<file path="config.mk">
export PLATFORM = sky130hd
export DESIGN_NAME = proto_field_encoder
export DESIGN_NICKNAME = d
export VERILOG_FILES = /design/src/rtl/user_tree_pkg.sv /design/src/rtl/proto_varint_serializer.sv /design/src/rtl/proto_field_encoder.sv
export SDC_FILE = /design/constraint.sdc
export NUM_CORES = 1
export LEC_CHECK = 0
export CORE_MARGIN = 2
export CORE_UTILIZATION = 55
export CTS_BUF_LIST = sky130_fd_sc_hd__clkbuf_4
export CTS_CLUSTER_DIAMETER = 120
export DETAILED_ROUTE_END_ITERATION = 10
export GPL_TIMING_DRIVEN = 0
export PLACE_DENSITY = 0.87
export SYNTH_ARGS = -nofsm -noshare
export SYNTH_HDL_FRONTEND = slang
export SYNTH_SLANG_ARGS = --single-unit
</file>
<file path="constraint.sdc">
create_clock -name clk -period 4.3 [get_ports clk]
set_input_delay 1.075 -clock clk [delete_from_list [all_inputs] [get_ports clk]]
set_output_delay 1.075 -clock clk [all_outputs]
set_load 0.005 [all_outputs]
</file>
<file path="src/rtl/user_tree_pkg.sv">
// Shared definitions for the protobuf field encoder: wire types, data-type bit
// positions, encoder FSM states and the field-type decode helpers.
package user_tree_pkg;

    localparam logic [2:0] WT_VARINT = 3'd0;
    localparam logic [2:0] WT_I64    = 3'd1;
    localparam logic [2:0] WT_LEN    = 3'd2;
    localparam logic [2:0] WT_I32    = 3'd5;

    localparam int DT_FIXED32_BIT = 0;
    localparam int DT_FIXED64_BIT = 1;
    localparam int DT_VARINT_BIT  = 2;

    typedef enum logic [2:0] {
        ST_IDLE,
        ST_KEY,
        ST_VARINT,
        ST_FIXED,
        ST_LEN,
        ST_PAYLOAD
    } enc_state_t;

    typedef enum logic [1:0] {
        KIND_VARINT,
        KIND_I64,
        KIND_I32,
        KIND_LEN
    } field_kind_t;

    // Varint outranks fixed64, which outranks fixed32; no bits set means length-delimited.
    function automatic field_kind_t decode_kind(input logic [2:0] field_type);
        field_kind_t kind;
        if (field_type[DT_VARINT_BIT]) begin
            kind = KIND_VARINT;
        end else if (field_type[DT_FIXED64_BIT]) begin
            kind = KIND_I64;
        end else if (field_type[DT_FIXED32_BIT]) begin
            kind = KIND_I32;
        end else begin
            kind = KIND_LEN;
        end
        return kind;
    endfunction

    function automatic logic [2:0] kind_wire_type(input field_kind_t kind);
        logic [2:0] wt;
        wt = WT_VARINT;
        case (kind)
            KIND_VARINT: wt = WT_VARINT;
            KIND_I64:    wt = WT_I64;
            KIND_I32:    wt = WT_I32;
            KIND_LEN:    wt = WT_LEN;
            default:     wt = WT_VARINT;
        endcase
        return wt;
    endfunction

endpackage

</file>
<file path="src/rtl/proto_varint_serializer.sv">
// Base-128 varint byte generator: load a value, emit 7-bit groups LSB first with
// the continuation bit, hold the current byte while the consumer stalls.
module proto_varint_serializer #(
    parameter int WIDTH = 64
) (
    input  logic             clk,
    input  logic             rst,
    input  logic             load_i,
    input  logic [WIDTH-1:0] value_i,
    input  logic             ready_i,
    output logic [7:0]       byte_o,
    output logic             valid_o,
    output logic             last_o,
    output logic             done_o
);

    logic [WIDTH-1:0] rem_q, rem_d;
    logic [7:0]       byte_q, byte_d;
    logic             valid_q, valid_d;
    logic             last_q, last_d;
    logic [WIDTH-1:0] src;
    logic [WIDTH-1:0] shifted;

    // A load may land in the same cycle the previous value's final byte leaves,
    // which lets consecutive phases stream without a gap.
    always_comb begin
        rem_d   = rem_q;
        byte_d  = byte_q;
        valid_d = valid_q;
        last_d  = last_q;
        src     = load_i ? value_i : rem_q;
        shifted = src >> 7;
        if (load_i || (valid_q && ready_i && !last_q)) begin
            rem_d   = shifted;
            byte_d  = {(shifted != '0), src[6:0]};
            valid_d = 1'b1;
            last_d  = (shifted == '0);
        end else if (valid_q && ready_i) begin
            valid_d = 1'b0;
        end
    end

    always_ff @(posedge clk) begin
        if (rst) begin
            rem_q   <= '0;
            byte_q  <= 8'h00;
            valid_q <= 1'b0;
            last_q  <= 1'b0;
        end else begin
            rem_q   <= rem_d;
            byte_q  <= byte_d;
            valid_q <= valid_d;
            last_q  <= last_d;
        end
    end

    assign byte_o  = byte_q;
    assign valid_o = valid_q;
    assign last_o  = last_q;
    assign done_o  = valid_q && ready_i && last_q;

endmodule

</file>
<file path="src/rtl/proto_field_encoder.sv">
// Protobuf field serializer: key varint, then a varint/fixed value or a length varint
// followed by payload pass-through. Define PROTO_ZIGZAG_EN for field_signed zigzag varints.
module proto_field_encoder
    import user_tree_pkg::*;
#(
    parameter int FIELD_NUM_WIDTH = 4,
    parameter int VALUE_WIDTH     = 64,
    parameter int LEN_WIDTH       = 16
) (
    input  logic                       clk,
    input  logic                       rst,
    input  logic                       field_valid,
    output logic                       field_ready,
    input  logic [FIELD_NUM_WIDTH-1:0] field_num,
    input  logic [2:0]                 field_type,
    input  logic [VALUE_WIDTH-1:0]     field_value,
`ifdef PROTO_ZIGZAG_EN
    input  logic                       field_signed,
`endif
    input  logic [7:0]                 pay_data,
    input  logic                       pay_valid,
    output logic                       pay_ready,
    output logic [7:0]                 out_data,
    output logic                       out_valid,
    input  logic                       out_ready,
    output logic                       out_last
);

    enc_state_t             state_q, state_d;
    field_kind_t            kind_q, kind_d;
    field_kind_t            req_kind;
    logic [VALUE_WIDTH-1:0] value_q, value_d;
    logic [VALUE_WIDTH-1:0] fix_q, fix_d;
    logic [3:0]             fix_cnt_q, fix_cnt_d;
    logic [LEN_WIDTH-1:0]   pay_cnt_q, pay_cnt_d;
    logic                   live_q;

    logic                   ser_load;
    logic [VALUE_WIDTH-1:0] ser_value;
    logic [7:0]             ser_byte;
    logic                   ser_valid;
    logic                   ser_last;
    logic                   ser_done;

    logic [VALUE_WIDTH-1:0] varint_value;
    logic [LEN_WIDTH-1:0]   len_value;

`ifdef PROTO_ZIGZAG_EN
    logic signed_q, signed_d;

    assign varint_value = signed_q ? ((value_q << 1) ^ {VALUE_WIDTH{value_q[VALUE_WIDTH-1]}})
                                   : value_q;
`else
    assign varint_value = value_q;
`endif

    assign req_kind  = decode_kind(field_type);
    assign len_value = value_q[LEN_WIDTH-1:0];

    proto_varint_serializer #(
        .WIDTH (VALUE_WIDTH)
    ) u_varint (
        .clk     (clk),
        .rst     (rst),
        .load_i  (ser_load),
        .value_i (ser_value),
        .ready_i (out_ready),
        .byte_o  (ser_byte),
        .valid_o (ser_valid),
        .last_o  (ser_last),
        .done_o  (ser_done)
    );

    always_comb begin
        state_d     = state_q;
        kind_d      = kind_q;
        value_d     = value_q;
        fix_d       = fix_q;
        fix_cnt_d   = fix_cnt_q;
        pay_cnt_d   = pay_cnt_q;
`ifdef PROTO_ZIGZAG_EN
        signed_d    = signed_q;
`endif
        ser_load    = 1'b0;
        ser_value   = '0;
        field_ready = 1'b0;
        pay_ready   = 1'b0;
        out_valid   = 1'b0;
        out_data    = 8'h00;
        out_last    = 1'b0;

        case (state_q)
            ST_IDLE: begin
                field_ready = live_q;
                if (field_valid && live_q) begin
                    kind_d    = req_kind;
                    value_d   = field_value;
`ifdef PROTO_ZIGZAG_EN
                    signed_d  = field_signed;
`endif
                    ser_load  = 1'b1;
                    ser_value = VALUE_WIDTH'({field_num, kind_wire_type(req_kind)});
                    state_d   = ST_KEY;
                end
            end

            ST_KEY: begin
                out_data  = ser_byte;
                out_valid = ser_valid;
                if (ser_done) begin
                    case (kind_q)
                        KIND_VARINT: begin
                            ser_load  = 1'b1;
                            ser_value = varint_value;
                            state_d   = ST_VARINT;
                        end
                        KIND_I64: begin
                            fix_d     = value_q;
                            fix_cnt_d = 4'd8;
                            state_d   = ST_FIXED;
                        end
                        KIND_I32: begin
                            fix_d     = value_q;
                            fix_cnt_d = 4'd4;
                            state_d   = ST_FIXED;
                        end
                        default: begin
                            ser_load  = 1'b1;
                            ser_value = VALUE_WIDTH'(len_value);
                            state_d   = ST_LEN;
                        end
                    endcase
                end
            end

            ST_VARINT: begin
                out_data  = ser_byte;
                out_valid = ser_valid;
                out_last  = ser_last;
                if (ser_done) begin
                    state_d = ST_IDLE;
                end
            end

            // Little-endian: low byte first; fixed32 simply stops after four bytes.
            ST_FIXED: begin
                out_data  = fix_q[7:0];
                out_valid = 1'b1;
                out_last  = (fix_cnt_q == 4'd1);
                if (out_ready) begin
                    fix_d     = fix_q >> 8;
                    fix_cnt_d = fix_cnt_q - 4'd1;
                    if (fix_cnt_q == 4'd1) begin
                        state_d = ST_IDLE;
                    end
                end
            end

            ST_LEN: begin
                out_data  = ser_byte;
                out_valid = ser_valid;
                out_last  = ser_last && (len_value == '0);
                if (ser_done) begin
                    if (len_value == '0) begin
                        state_d = ST_IDLE;
                    end else begin
                        pay_cnt_d = len_value;
                        state_d   = ST_PAYLOAD;
                    end
                end
            end

            ST_PAYLOAD: begin
                out_data  = pay_data;
                out_valid = pay_valid;
                pay_ready = out_ready;
                out_last  = (pay_cnt_q == LEN_WIDTH'(1));
                if (pay_valid && out_ready) begin
                    pay_cnt_d = pay_cnt_q - LEN_WIDTH'(1);
                    if (pay_cnt_q == LEN_WIDTH'(1)) begin
                        state_d = ST_IDLE;
                    end
                end
            end

            default: begin
                state_d = ST_IDLE;
            end
        endcase

        // Nothing leaves the encoder while reset is being applied.
        if (rst) begin
            field_ready = 1'b0;
            pay_ready   = 1'b0;
            out_valid   = 1'b0;
            out_data    = 8'h00;
            out_last    = 1'b0;
        end
    end

    always_ff @(posedge clk) begin
        if (rst) begin
            state_q   <= ST_IDLE;
            kind_q    <= KIND_VARINT;
            value_q   <= '0;
            fix_q     <= '0;
            fix_cnt_q <= 4'd0;
            pay_cnt_q <= '0;
            live_q    <= 1'b0;
`ifdef PROTO_ZIGZAG_EN
            signed_q  <= 1'b0;
`endif
        end else begin
            state_q   <= state_d;
            kind_q    <= kind_d;
            value_q   <= value_d;
            fix_q     <= fix_d;
            fix_cnt_q <= fix_cnt_d;
            pay_cnt_q <= pay_cnt_d;
            live_q    <= 1'b1;
`ifdef PROTO_ZIGZAG_EN
            signed_q  <= signed_d;
`endif
        end
    end

endmodule

</file>
# ---- After elaboration in Yosys (flattened, before gate mapping)
# Index checks and enable logic that the tools add are counted.
dict set report totals {
  register_bits 221
  inputBits 84
  elab_cells 109
}
dict set report classes {
  addsub 2
  eq_ne 23
  n_mux 49
  n_reduce_logical 24
}
# op n
set ops {}
lappend ops {{one-hot mux 64 bit (2 select lines)} 3}
lappend ops {{two-way mux 64 bit} 5}
lappend ops {{logical NOT 64 bit} 1}
lappend ops {{nonzero test 64 bit} 1}
lappend ops {{two-way mux 16 bit} 3}
lappend ops {{one-hot mux 16 bit (2 select lines)} 1}
lappend ops {{two-way mux 3 bit} 9}
lappend ops {{one-hot mux 8 bit (3 select lines)} 1}
lappend ops {{!= test 2 bit, second input constant} 10}
lappend ops {{one-hot mux 3 bit (6 select lines)} 1}
lappend ops {{== test 16 x 1 -> 1 bit, second input constant} 1}
lappend ops {{logical NOT 16 bit} 1}
lappend ops {{one-hot mux 4 bit (2 select lines)} 2}
lappend ops {{subtractor 16 x 1 -> 16 bit, second input constant} 1}
lappend ops {{two-way mux 1 bit} 13}
lappend ops {{one-hot mux 3 bit (4 select lines)} 1}
lappend ops {{AND reduction 4 bit} 3}
lappend ops {{two-way mux 4 bit} 2}
lappend ops {{two-way mux 8 bit} 1}
lappend ops {{AND reduction 8 bit} 1}
lappend ops {{two-way mux 7 bit} 1}
lappend ops {{== test 2 bit, second input constant} 3}
lappend ops {{== test 3 x 2 -> 1 bit, second input constant} 2}
lappend ops {{== test 3 bit, second input constant} 2}
lappend ops {{other kinds (19)} 29}

# ---- Depth between registers and ports, before layout
dict set report depth {
  depth_word 9
  mapped_depth 10
  mapped_depth_nobuf 8
}

# ---- Modules after synthesis
# From an unflattened synthesis, not the netlist that was laid out.
dict set report unflattened {
  hier_cells 1352
  hier_area_um2 11109.4
}
# module instances cells_per_inst area_each_um2 seq_area_each_um2
set modules_own_cells {}
lappend modules_own_cells {proto_field_encoder 1 1007 7614.8 3083.0}
lappend modules_own_cells {proto_varint_serializer 1 345 3494.6 1341.3}

# ---- Worst setup path after synthesis
# No wires, ideal clock.
dict set report synth_timing {
  path_kind {in2out}
  from {input port rst}
  to {output port out_data[0]}
  t_arrival_ns 1.905
  t_required_ns 3.225
  slack_ns 1.320
  path_stages 4
  n_path_buf 2
  path_cell_list {clkbuf_1 -> or3_1 -> clkbuf_1 -> nor2_1}
}
dict set report synth_via {
  elab_chain_cells 1
}
# item line_no
set synth_rtl {}
lappend synth_rtl {{from (decl)} proto_field_encoder.sv:11} ;# input logic rst,
lappend synth_rtl {{two-way mux 8 bit} proto_field_encoder.sv:192} ;# if (rst) begin
lappend synth_rtl {{to (decl)} proto_field_encoder.sv:23} ;# output logic [7:0] out_data,
# Every way passes these cells.

# ---- Worst setup path after layout
dict set report layout_timing {
  from {register value_q[9]}
  to {output port out_last}
}
dict set report layout_via {
  elab_chain_cells 4
}
# item line_no
set layout_rtl {}
lappend layout_rtl {{from (decl)} proto_field_encoder.sv:32} ;# logic [VALUE_WIDTH-1:0] value_q, value_d;
lappend layout_rtl {{from (signal assigned)} proto_field_encoder.sv:216} ;# value_q <= value_d;
lappend layout_rtl {{logical NOT 16 bit} proto_field_encoder.sv:162} ;# out_last = ser_last && (len_value == '0);
lappend layout_rtl {{logical AND 1 bit} proto_field_encoder.sv:162}
lappend layout_rtl {{one-hot mux 1 bit (4 select lines)} proto_field_encoder.sv:92} ;# case (state_q)
lappend layout_rtl {{two-way mux 1 bit} proto_field_encoder.sv:192}
lappend layout_rtl {{to (decl)} proto_field_encoder.sv:26} ;# output logic out_last
# Every way passes these cells.

==> flow_summary.rst <==
.. list-table::
   :header-rows: 1

   * - Metric
     - Value
   * - Result of the run
     - finished, final reports clean
   * - First-pass detailed-route iteration total
     - 6
   * - Net switching power figure
     - 1.66 mW
   * - TritonCTS clock tree
     - built
   * - Die Area
     - 20400 um^2
   * - Residual overflow from global routing
     - 0
   * - Largest net degree at the start of global routing
     - 20
   * - Count of synthesis-stage warnings from yosys
     - 0
   * - Total length of routed met2 wires
     - 15000 um
   * - Biggest area consumer among synthesized cells
     - dfxtp_1
   * - Library cell with the highest instance count after synthesis
     - nand2_1
   * - Dpl cell area
     - 11900 um^2
   * - Post-CTS clock slew at the launch and capture registers of the worst setup and hold paths
     - 0.07 ns
   * - Nets
     - 1576
   * - Number of antenna violations at the first check in global routing
     - 1
   * - DRC marker count from the first detailed-route iteration
     - 1132
   * - Combinational cell fraction of total power
     - 0.191
   * - Worst hold margin
     - 0.465 ns
   * - Areal power density over the cells
     - 407 nW/um^2
   * - Post-layout instance area
     - 12600 um^2
   * - Post-Route M1 WL
     - 13700 um
   * - Leakage power
     - 4.24 nW
   * - Number of flops mapped to enable cells by yosys
     - 0
   * - Internal power
     - 3.50 mW
   * - Die X-Extent
     - 143 um
   * - Number of nets still failing antenna checks after routing
     - 0
   * - Most frequent cells after synthesis
     - nand2_1 (308), dfxtp_1 (221), nor2_1 (164)
   * - Via count
     - 11000
   * - Number of clock buffers inserted by TritonCTS
     - 57
   * - #FFs+latches synth
     - 221
   * - HPWL Detailed
     - 24500 um
   * - Proportion of netlist area held by the largest area contributor
     - 0.418
   * - Die Ht
     - 143 um
   * - Vias per Instance
     - 6.17
   * - Arrival time worst endpoint
     - 3.08 ns
   * - Number of max-cap violations
     - 0
   * - Site row count
     - 50
   * - Wirelength, routed
     - 34100 um
   * - GRT Resource Usage Total
     - 0.330
   * - Mapped Area
     - 10600 um^2
   * - Critical Path Source Type
     - flip-flop
   * - Peak ir drop on the vdd network
     - 0.280 mV
   * - Cells after DPL
     - 1680
   * - Final routed DRC violation total
     - 0
   * - Average cell area after synthesis
     - 7.99 um^2
   * - Clock Skew
     - 0.0315 ns
   * - Layout Cells excl Fill
     - 1783
   * - Setup repair after global routing missed its margin
     - no
   * - Standard cell core area
     - 18800 um^2
   * - Transition time of the tightest slew-check pin
     - 0.914 ns
   * - Post-synthesis sequential area ratio
     - 0.418
   * - Port buffer count
     - 94
   * - Number of max-slew violations in the final report
     - 0
   * - Switching share of power
     - 0.321
   * - GP Congestion
     - 0.987
   * - Total power
     - 5.15 mW
   * - Final Hold Violating Endpoints
     - 0
   * - Async set or reset register ratio after synthesis
     - 0
   * - Type of the most critical hold path
     - reg -> reg
   * - Final critical-path required period
     - 4.16 ns
   * - Fmax
     - 0.240 GHz
   * - Critical Path Fanout Max
     - 5
   * - Part of the total power dissipated in sequential elements
     - 0.459
   * - Clock power share
     - 0.350
   * - Clk buf depth
     - 3
   * - Final setup violation count
     - 0
   * - Fraction of final layout cells sized beyond drive strength 1
     - 0.138
   * - Area Overhead vs Synth
     - 19.3%
   * - Gate count of the mapped netlist
     - 1326
   * - Post-synth net total
     - 1419
   * - Crit Path Category
     - reg -> out
   * - Length in cells of the worst reg-to-reg path
     - 8
   * - Effective utilization at floorplan
     - 0.563
   * - Hold Path Depth
     - 2
   * - Top post-synthesis cells by area
     - dfxtp_1 (42%), nand2_1 (11%), a311oi_2 (7.9%)
   * - Clock latency on the worst-skew pair
     - 0.70 ns
   * - Max-slew headroom at the worst pin
     - 0.391
   * - Yosys cell types
     - 62
   * - Top FF cell, synth
     - dfxtp_1
   * - Critical path required time
     - 3.22 ns
   * - Element type at the critical path end
     - primary output
   * - Global-route wire length before repair
     - 53200 um
   * - Via count of the first global-routing pass
     - 10300
   * - Library cell used as clock root buffer
     - clkbuf_4
   * - H-tree level count
     - 2
   * - Routed wl met3
     - 3620 um
   * - Clk sink count
     - 221
   * - Share of the cycle needed by the critical path after routing
     - 0.967
   * - Top sig layer
     - met4
   * - Total I/O pin count
     - 96
   * - Detailed-route wire length per cell
     - 19.1 um
sequential cells by signal, summed over array words and instances (netlist names):
| signal | count |
|---|---|
| fix_cnt_q | 4 |
| fix_q | 64 |
| kind_q | 2 |
| live_q | 1 |
| pay_cnt_q | 16 |
| state_q | 3 |
| u_varint.byte_o | 8 |
| u_varint.last_o | 1 |
| u_varint.rem_q | 57 |
| u_varint.valid_o | 1 |
| value_q | 64 |
path summary, 6_finish.rpt:
path / slack (ns) / end / startpoint
hold / removal: 0.46 / fix_q[58]$_SDFFE_PP0P_ / fix_q[58]$_SDFFE_PP0P_
setup / recovery: 0.14 / out_last / value_q[9]$_SDFFE_PP0P_
setup reg to reg: 1.57 / fix_q[7]$_SDFFE_PP0P_ / state_q[2]$_SDFFE_PP0P_
hold reg to reg: 0.46 / fix_q[58]$_SDFFE_PP0P_ / fix_q[58]$_SDFFE_PP0P_
cells by family (layout without fill, tap and decap cells):
logic type	Yosys count	after routing	share of synthesized area
AND/OR/NAND/NOR	637	637	0.261
AO/OA/AOI/OAI	317	317	0.238
multiplexers	15	15	0.0142
buffers and inverters	126	322	0.0583
adder cells (fa/ha/maj)	9	9	0.0106
flip-flops	221	221	0.418
other	0	1	0
XOR/XNOR	1	1	0.000827
critical path: stages, from the launching register on:
cell and delay, ns:
dfxtp_1 0.41, or4_1 0.60, nor4_1 0.25, nand3_2 0.17
nand2_1 0.10, a31oi_1 0.11, nor4_2 0.21, clkdlybuf4s50_1 0.56
power groups by stage:
stage	combinational [mW]	clock [mW]	sequential [mW]
floorplan	0.666	0	2.33
global placement	0.920	0	2.39
detailed placement	0.941	0	2.40
CTS	0.950	1.80	2.35
global route	1.08	1.91	2.37
finish	0.984	1.80	2.36
layout by cell type, fill, tap and decap left out, drive strengths merged, types with 4 or more instances in the layout:
cell type and n:
a22oi 12, or3 4, buf 46, clkinv 11, nand4 6, a31o 5
a221oi 39, a21oi 114, nor2 164, inv 13, a311oi 56, nor3 69
clkdlybuf4s50 94, o21ai 31, o22a 8, or4 6, a211oi 12, dfxtp 221
mux2i 15, nor4 29, clkbuf 158, a31oi 11, and3 17, nand2 309
nand3 19, o211ai 7, ha 9
layer usage:
layer | vias to the layer above | global-route usage
met4 | 0 | 0.179
met2 | 706 | 0.503
met5 | - | 0
met1 | 5078 | 0.438
met3 | 144 | 0.0677
li1 | 5075 | -
final cells by class:
cell class / instances / area (um^2)
inverter: 12 / 45.0
clock buffer: 86 / 646
buffer: 113 / 581
fill: 1608 / 6190
tap: 260 / 325
timing repair buffer: 99 / 978
multi-input combinational: 979 / 5580
clock inverter: 12 / 55.1
antenna: 1 / 2.50
sequential: 221 / 4420
what timing repair did:
| action | 4_1_cts | 5_1_grt |
|---|---|---|
| pin swaps | 0 | 2 |
| endpoints found under the hold margin | 0 | 0 |
| setup buffers | 0 | 5 |
| gates resized for setup | 8 | 7 |
| endpoints found under the setup margin | 3 | 3 |
| hold buffers | 0 | 0 |
per-stage QoR:
stage	util	setup TNS (ns)	setup slack, ns
after floorplan	-	0	1.32
after global routing	0.671	0	0.0495
after global placement	0.630	0	0.0149
after detailed placement	0.630	0	0.0345
after CTS	0.668	-0.0259	-0.0259
final	0.671	0	0.141
Note: power is estimated with default switching activity, not from simulation.
